`src/rtl/scanline_pixel_reader_pkg.sv`:
```
// Shared constants and state encoding for the scanline read path.
// Also imported by the fetch/write side of the scanline buffers.
package scanline_pixel_reader_pkg;

   localparam int DEF_NUM_BYTES = 20;
   localparam int DEF_ADDR_W    = 5;
   localparam int PIX_PER_LINE  = 8 * DEF_NUM_BYTES;

   typedef enum logic [1:0] {
      IDLE  = 2'd0,
      LOAD  = 2'd1,
      SHIFT = 2'd2,
      DONE  = 2'd3
   } state_t;

endpackage

```
`src/rtl/scanline_pixel_reader_if.sv`:
```
// Pixel stream from the scanline reader to the LCD/palette stage.
// Transfer happens when pix_valid and pix_ready are both high at posedge.
interface scanline_pixel_reader_if;

   logic       pix_valid;
   logic       pix_ready;
   logic [1:0] pix_data;
   logic       pix_last;

   modport master (
      output pix_valid,
      output pix_data,
      output pix_last,
      input  pix_ready
   );

   modport slave (
      input  pix_valid,
      input  pix_data,
      input  pix_last,
      output pix_ready
   );

endinterface

```
`src/rtl/scanline_plane_shifter.sv`:
```
// Low/high plane byte pair shifter with a 3-bit bit counter.
// Emits {hi[7], lo[7]} as the current 2-bit pixel.
module scanline_plane_shifter (
   input  logic       clk,
   input  logic       reset,
   input  logic       clear,
   input  logic       load,
   input  logic       shift,
   input  logic [7:0] din_lo,
   input  logic [7:0] din_hi,
   output logic [1:0] pix,
   output logic [2:0] bit_cnt
);

   logic [7:0] sh_lo;
   logic [7:0] sh_hi;
   logic [2:0] cnt;

   // load beats shift: a reload on bit 7 replaces the drained byte
   always_ff @(posedge clk or posedge reset) begin
      if (reset) begin
         sh_lo <= 8'd0;
         sh_hi <= 8'd0;
         cnt   <= 3'd0;
      end else if (clear) begin
         sh_lo <= 8'd0;
         sh_hi <= 8'd0;
         cnt   <= 3'd0;
      end else if (load) begin
         sh_lo <= din_lo;
         sh_hi <= din_hi;
         cnt   <= 3'd0;
      end else if (shift) begin
         sh_lo <= {sh_lo[6:0], 1'b0};
         sh_hi <= {sh_hi[6:0], 1'b0};
         cnt   <= cnt + 3'd1;
      end
   end

   assign pix     = {sh_hi[7], sh_lo[7]};
   assign bit_cnt = cnt;

endmodule

```
`src/rtl/scanline_pixel_reader.sv`:
```
// Walks both plane buffers and streams 2-bit pixels MSB-first,
// one pixel per cycle while the consumer is ready.
module scanline_pixel_reader
   import scanline_pixel_reader_pkg::*;
#(
   parameter int NUM_BYTES = DEF_NUM_BYTES,
   parameter int ADDR_W    = DEF_ADDR_W
) (
   input  logic                  clk,
   input  logic                  reset,
   input  logic                  start,
   input  logic                  abort,
   output logic [ADDR_W-1:0]     rd_addr,
   input  logic [7:0]            rd_data_lo,
   input  logic [7:0]            rd_data_hi,
   scanline_pixel_reader_if.master pix,
   output logic                  busy,
   output logic                  done
);

   localparam logic [ADDR_W-1:0] LAST_ADDR =
      ADDR_W'(NUM_BYTES - 1);

   state_t     state;
   state_t     state_nxt;
   logic       load;
   logic       shift;
   logic       clear;
   logic       xfer;
   logic       last_byte;
   logic       valid_q;
   logic [2:0] bit_cnt;
   logic [1:0] pix_bits;

   assign xfer = valid_q & pix.pix_ready;

   always_ff @(posedge clk or posedge reset) begin
      if (reset) state <= IDLE;
      else       state <= state_nxt;
   end

   always_comb begin
      state_nxt = state;
      load      = 1'b0;
      shift     = 1'b0;
      clear     = 1'b0;
      unique case (state)
         IDLE: begin
            if (start && !abort) state_nxt = LOAD;
         end
         LOAD: begin
            if (abort) begin
               clear     = 1'b1;
               state_nxt = IDLE;
            end else begin
               load      = 1'b1;
               state_nxt = SHIFT;
            end
         end
         SHIFT: begin
            if (abort) begin
               clear     = 1'b1;
               state_nxt = IDLE;
            end else if (xfer) begin
               if (bit_cnt == 3'd7 && last_byte) begin
                  shift     = 1'b1;
                  state_nxt = DONE;
               end else if (bit_cnt == 3'd7) begin
                  load      = 1'b1;
               end else begin
                  shift     = 1'b1;
               end
            end
         end
         DONE: begin
            state_nxt = IDLE;
         end
         default: begin
            state_nxt = IDLE;
         end
      endcase
   end

   // address points at the next byte to load; it parks on the last one
   always_ff @(posedge clk or posedge reset) begin
      if (reset) begin
         rd_addr   <= '0;
         last_byte <= 1'b0;
         valid_q   <= 1'b0;
         done      <= 1'b0;
      end else begin
         valid_q <= (state_nxt == SHIFT);
         done    <= (state_nxt == DONE);
         if (state_nxt == IDLE) begin
            rd_addr   <= '0;
            last_byte <= 1'b0;
         end else if (load) begin
            last_byte <= (rd_addr == LAST_ADDR);
            if (rd_addr != LAST_ADDR)
               rd_addr <= rd_addr + 1'b1;
         end
      end
   end

   scanline_plane_shifter u_shifter (
      .clk     (clk),
      .reset   (reset),
      .clear   (clear),
      .load    (load),
      .shift   (shift),
      .din_lo  (rd_data_lo),
      .din_hi  (rd_data_hi),
      .pix     (pix_bits),
      .bit_cnt (bit_cnt)
   );

   assign pix.pix_valid = valid_q;
   assign pix.pix_data  = pix_bits;
   assign pix.pix_last  =
      last_byte & (bit_cnt == 3'd7) & valid_q;
   assign busy = (state != IDLE);

endmodule

```
`src/flat_wrapper.sv`:
```
// flat-port wrapper written by rule: the top's interface ports become plain ports
module scanline_pixel_reader_flat import scanline_pixel_reader_pkg::*;
#(
   parameter int NUM_BYTES = DEF_NUM_BYTES,
   parameter int ADDR_W    = DEF_ADDR_W
)
  (clk, reset, start, abort, rd_addr, rd_data_lo, rd_data_hi, busy, done, pix_pix_valid, pix_pix_data, pix_pix_last, pix_pix_ready);
  scanline_pixel_reader_if pix_i ();
  input  logic clk;
  input  logic reset;
  input  logic start;
  input  logic abort;
  output logic [ADDR_W-1:0] rd_addr;
  input  logic [7:0] rd_data_lo;
  input  logic [7:0] rd_data_hi;
  output logic busy;
  output logic done;
  output wire logic [$bits(pix_i.pix_valid)-1:0] pix_pix_valid;
  output wire logic [$bits(pix_i.pix_data)-1:0] pix_pix_data;
  output wire logic [$bits(pix_i.pix_last)-1:0] pix_pix_last;
  input wire logic [$bits(pix_i.pix_ready)-1:0] pix_pix_ready;
  assign pix_pix_valid = pix_i.pix_valid;
  assign pix_pix_data = pix_i.pix_data;
  assign pix_pix_last = pix_i.pix_last;
  assign pix_i.pix_ready = pix_pix_ready;
  scanline_pixel_reader #(.NUM_BYTES(NUM_BYTES), .ADDR_W(ADDR_W)) u_core (.clk(clk), .reset(reset), .start(start), .abort(abort), .rd_addr(rd_addr), .rd_data_lo(rd_data_lo), .rd_data_hi(rd_data_hi), .pix(pix_i), .busy(busy), .done(done));
endmodule
```
`config.mk`:
```
export PLATFORM = sky130hd
export DESIGN_NAME = scanline_pixel_reader_flat
export DESIGN_NICKNAME = d
export VERILOG_FILES = /design/src/rtl/scanline_pixel_reader_pkg.sv /design/src/rtl/scanline_pixel_reader_if.sv /design/src/rtl/scanline_plane_shifter.sv /design/src/rtl/scanline_pixel_reader.sv /design/src/flat_wrapper.sv
export SDC_FILE = /design/constraint.sdc
export NUM_CORES = 1
export LEC_CHECK = 0
export ABC_AREA = 1
export CAP_MARGIN = 20
export CORE_MARGIN = 5
export CORE_UTILIZATION = 52
export CTS_CLUSTER_SIZE = 40
export DETAILED_ROUTE_END_ITERATION = 12
export GPL_ROUTABILITY_DRIVEN = 0
export MAX_ROUTING_LAYER = met4
export PLACE_DENSITY = 0.81
export SLEW_MARGIN = 30
export SYNTH_ARGS = -nofsm -noshare
export SYNTH_HDL_FRONTEND = slang
export SYNTH_SLANG_ARGS = --single-unit
```
`constraint.sdc`:
```
create_clock -name clk -period 1.9 [get_ports clk]
set_clock_uncertainty 0.15 [all_clocks]
set_input_delay 0.57 -clock clk [delete_from_list [all_inputs] [get_ports clk]]
set_output_delay 0.57 -clock clk [all_outputs]
set_load 0.005 [all_outputs]
```
==> results of run 1 <==
-- per-layer routing --
metal / track usage, % / share of wire (%) / up-vias
li1: - / - / 841
met3: 4.598 / 5.1 / 14
met1: 23.01 / 42 / 827
met2: 36.21 / 51 / 76
met5: - / 0 / -
met4: 9.926 / 2.1 / 0
-- repair_timing --
action                                  4_1_cts  5_1_grt
cloned                                        0        1
buffers inserted                             15        9
endpoints found under the setup margin       29       27
pin swaps                                     5       22
gates resized for setup                      26       43
-- power groups by stage --
stage | Combinational (mW) | Sequential (mW) | Clock (mW)
after floorplan | 0.703 | 0.801 | 0
after global placement | 1.06 | 0.805 | 0
after detailed placement | 1.09 | 0.810 | 0
after CTS | 1.29 | 0.798 | 0.440
after global routing | 1.88 | 0.827 | 0.480
final | 1.77 | 0.820 | 0.446
-- metrics by stage --
step / setup WS (ns) / setup TNS (ns)
floorplan: 0.1407 / 0
global placement: -0.3053 / -6.902
detailed placement: -0.4220 / -8.047
CTS: -0.1581 / -0.1581
global route: -0.2211 / -5.007
finish: -0.1904 / -3.178
-- cell families (layout without fill, tap and decap cells) --
group / count (synthesis) / count (layout) / share of synthesized area, %
DFF: 29 / 29 / 41.64
and+or+nand+nor: 133 / 133 / 35.46
buffers and inverters: 56 / 127 / 14.36
xor gates and xnor gates: 1 / 1 / 0.5026
adders and majority gates: 7 / 7 / 5.025
AOI/OAI and AO/OA: 9 / 9 / 3.014
-- worst max-delay path: stages, from the launching register on --
cell,delay (ns)
sky130_fd_sc_hd__dfrtp_2,0.46
sky130_fd_sc_hd__ha_4,0.18
sky130_fd_sc_hd__ha_4,0.17
sky130_fd_sc_hd__nand2_4,0.06
sky130_fd_sc_hd__nor2_2,0.03
sky130_fd_sc_hd__buf_2,0.11
-- state kept, by name, summed over array words and instances, names as in the netlist --
register and flops:
u_core.done 1, u_core.u_shifter.sh_hi 8, u_core.rd_addr 5, u_core.u_shifter.bit_cnt 3, u_core.u_shifter.sh_lo 8, u_core.pix.pix_valid 1
u_core.state 2, u_core.last_byte 1
-- layout make-up --
class	instances	area share [%]
clock inverters	1	0.1884
inverters	49	7.489
flip-flops and latches	29	27.37
repair buffers	70	26.24
multi-input cells	150	34.10
clock buffers	7	2.449
well taps	46	2.167
-- worst paths after layout --
path / to / slack [ns]
worst max-delay path: pix_pix_last / -0.19
worst min-delay path: u_core.u_shifter.sh_lo[4]$_DFFE_PP0P_ / 0.34
worst max register to register: u_core.u_shifter.sh_lo[3]$_DFFE_PP0P_ / -0.16
worst min register to register: u_core.u_shifter.sh_lo[4]$_DFFE_PP0P_ / 0.34
max in group asynchronous: u_core.u_shifter.bit_cnt[0]$_DFFE_PP0P_ / 0.87
min in group asynchronous: u_core.rd_addr[3]$_DFFE_PP0P_ / 0.43
-- cells in the mapped netlist, drive strengths merged (3+ instances only) --
library cell	number	area share [%]
nand2	96	24
o21ai	7	2.0
dfrtp	29	42
nand4	3	1.1
inv	49	11
nand3	20	6.0
nor2	12	3.7
buf	7	3.4
ha	7	5.0
==> flow_results.org, run 1 <==
** Placement
- Placed Cells :: 319
- The count of buffers added on input and output ports is 31.
- Detailed placement finished with a half-perimeter wire length of roughly 2500 um.
- The placed instances occupy a cell area of 2182 um^2.

** Die
- The floorplan step set the die height to 67.90 um.
- Number of rows created at floorplan :: 21
- Core area :: approximately 3300 um^2
- The die is 67.90 um wide.
- Number of I/O pins :: 32
- Initial cell density of the core :: 53.07%
- Die outline area :: 4610 um^2

** Layout
- The final layout contains 333 nets.
- The sequential cells in the finished layout cover a total of between 700 and 800 um^2.
- Leaving out fill and tap cells, the most frequent cell in the layout is sky130_fd_sc_hd__nand2_1.
- Most frequent cells in the layout :: sky130_fd_sc_hd__nand2_1 (71), sky130_fd_sc_hd__inv_1 (43), sky130_fd_sc_hd__dfrtp_1 (28)
- Of the cells placed in the final design, the portion with a size suffix greater than 1 is 32.03%.
- The layout has a little under 200 filler cells.
- Finished layout cell area :: 2656 um^2
- Leaving out filler cells and counting taps, the final layout contains around 350.
- From synthesis to final layout, the design area changed by 52.40%.
- Cells fill 80.88% of the core in the end.
- Summing all multi-input logic gate instances after layout gives 905.9 um^2.
- Diode insertion count for antenna repair :: 0

** Power and ir drop
- The clock network burns between 10% and 20% of the power.
- Per report_power, the sequential group accounts for 27.0% of the total.
- In this run the power density over the cells is 1144 nW/um^2.
- Leakage power :: 1.521 nW
- Largest voltage drop on the vdd net :: roughly 0.0006 V
- Internal power comes to 1.795 mW.
- Overall power consumption after layout is estimated at 3.038 mW.
- Share of power burned in combinational logic :: between 50 and 60%
- In this run the power spent charging and discharging nets is 1.243 mW.
- In this run switching power makes up 40.92% of total power.

** STA
- Share of the clock period used by the worst path after layout :: 110.0%
- Slew at the pin with the worst max-slew slack :: between 0.3 and 0.4 ns
- For this run, the top clock speed supported by timing is 0.4784 GHz.
- Setup violators final :: 27
- Period minus WS final :: approximately 2.1 ns
- Worst max-slew margin expressed relative to the limit :: 74.41%
- In the post-route analysis, the smallest setup slack over all paths is -0.1904 ns.
- The max-slew violation total from the final report came to 0.
- Across all hold checks on the routed design, the worst slack comes to 0.3428 ns.
- The final count of hold timing violations came to 0.
- Setup repair after global routing could not meet its margin everywhere.

** Synth
- Number of flops mapped to enable cells by yosys :: 0
- The synthesized design contains 29 register bits.
- The number of nets in the synthesized netlist is 263.
- Distinct cells, synth :: 24
- Most used flip-flop cell after synthesis :: sky130_fd_sc_hd__dfrtp_1
- Area of the mapped netlist :: 1743 um^2
- Average footprint of a synthesized cell :: 7.417 um^2
- Synthesized netlist cell count :: 235
- Counting flops with an async set or reset pin after synthesis yields a share of 100.0%.
- Warnings from Yosys :: 0
- Part of the Yosys area used for sequential elements :: a little over two fifths

** Worst hold path
- The path class of the tightest hold or removal check is reg2reg.
- Hold Startpoint :: u_core.u_shifter.sh_lo[4]$_DFFE_PP0P_
- Hold path cells :: 2

** Detailed routing
- Residual DRC count :: 0
- After detailed routing, the average wire length per cell comes to approximately 15 um.
- In this run, the number of DRC markers left after iteration 0 of detailed routing was 142.
- Detailed-router iteration count before antenna repair :: 4
- Number of nets with antenna violations after detailed routing :: 0
- The routed layout has 1,758 vias.
- Via density per instance :: between 4 and 5
- After detailed routing, the total wire length is 5260 um.

** Clock tree
- Clock transition at the registers of the reported paths :: 0.11 ns
- CTS saw 29 sinks.
- For this design, the CTS-stage hold fixing added 0 buffers.
- Clock network latency to the later pin of the worst-skew pair :: 0.34 ns
- TritonCTS built the clock tree.
- H-tree Lvls :: 2
- In this run the deepest clock path goes through 2 buffers.
- Cts bufs inserted :: 5
- Cell chosen for the clock root :: sky130_fd_sc_hd__clkbuf_4

** Run status
- The final reports fail on negative setup slack.
- Run status :: finished, violations left

** Setup path
- For the worst setup path, the data required time is about 1.2 ns.
- The worst setup path is launched from a register.
- The worst register-to-register path begins at u_core.u_shifter.bit_cnt[0]$_DFFE_PP0P_.
- Cell depth of the worst flop-to-flop path :: 13
- In this run the worst setup path begins at u_core.u_shifter.bit_cnt[0]$_DFFE_PP0P_.
- The worst setup path is of the reg2out kind.
- Max FO, Critical Path :: 3
- Data arrival time of the critical path :: 1.37 ns
- Kind of end point of the critical path :: primary output

** Job
- Number of maximum-capacitance violations :: 0

** Global routing
- In the global route stage, overall resource usage came out at between 20% and 30%.
- The first global-routing pass estimated 6920 um of wire.
- The number of antenna violations at the first check in global routing is 0.
- Entering global routing, the biggest net connects 30 pins.
- Total congestion overflow after global routing :: 0
- Number of global-route vias before repair :: 1,634
Power figures use the tool's default switching activity.
==> run 2: changes to the inputs <==
- SLEW_MARGIN: 30 -> unset
==> results of run 2 <==
The final DEF is identical to that of run 1; final timing and power are the same.
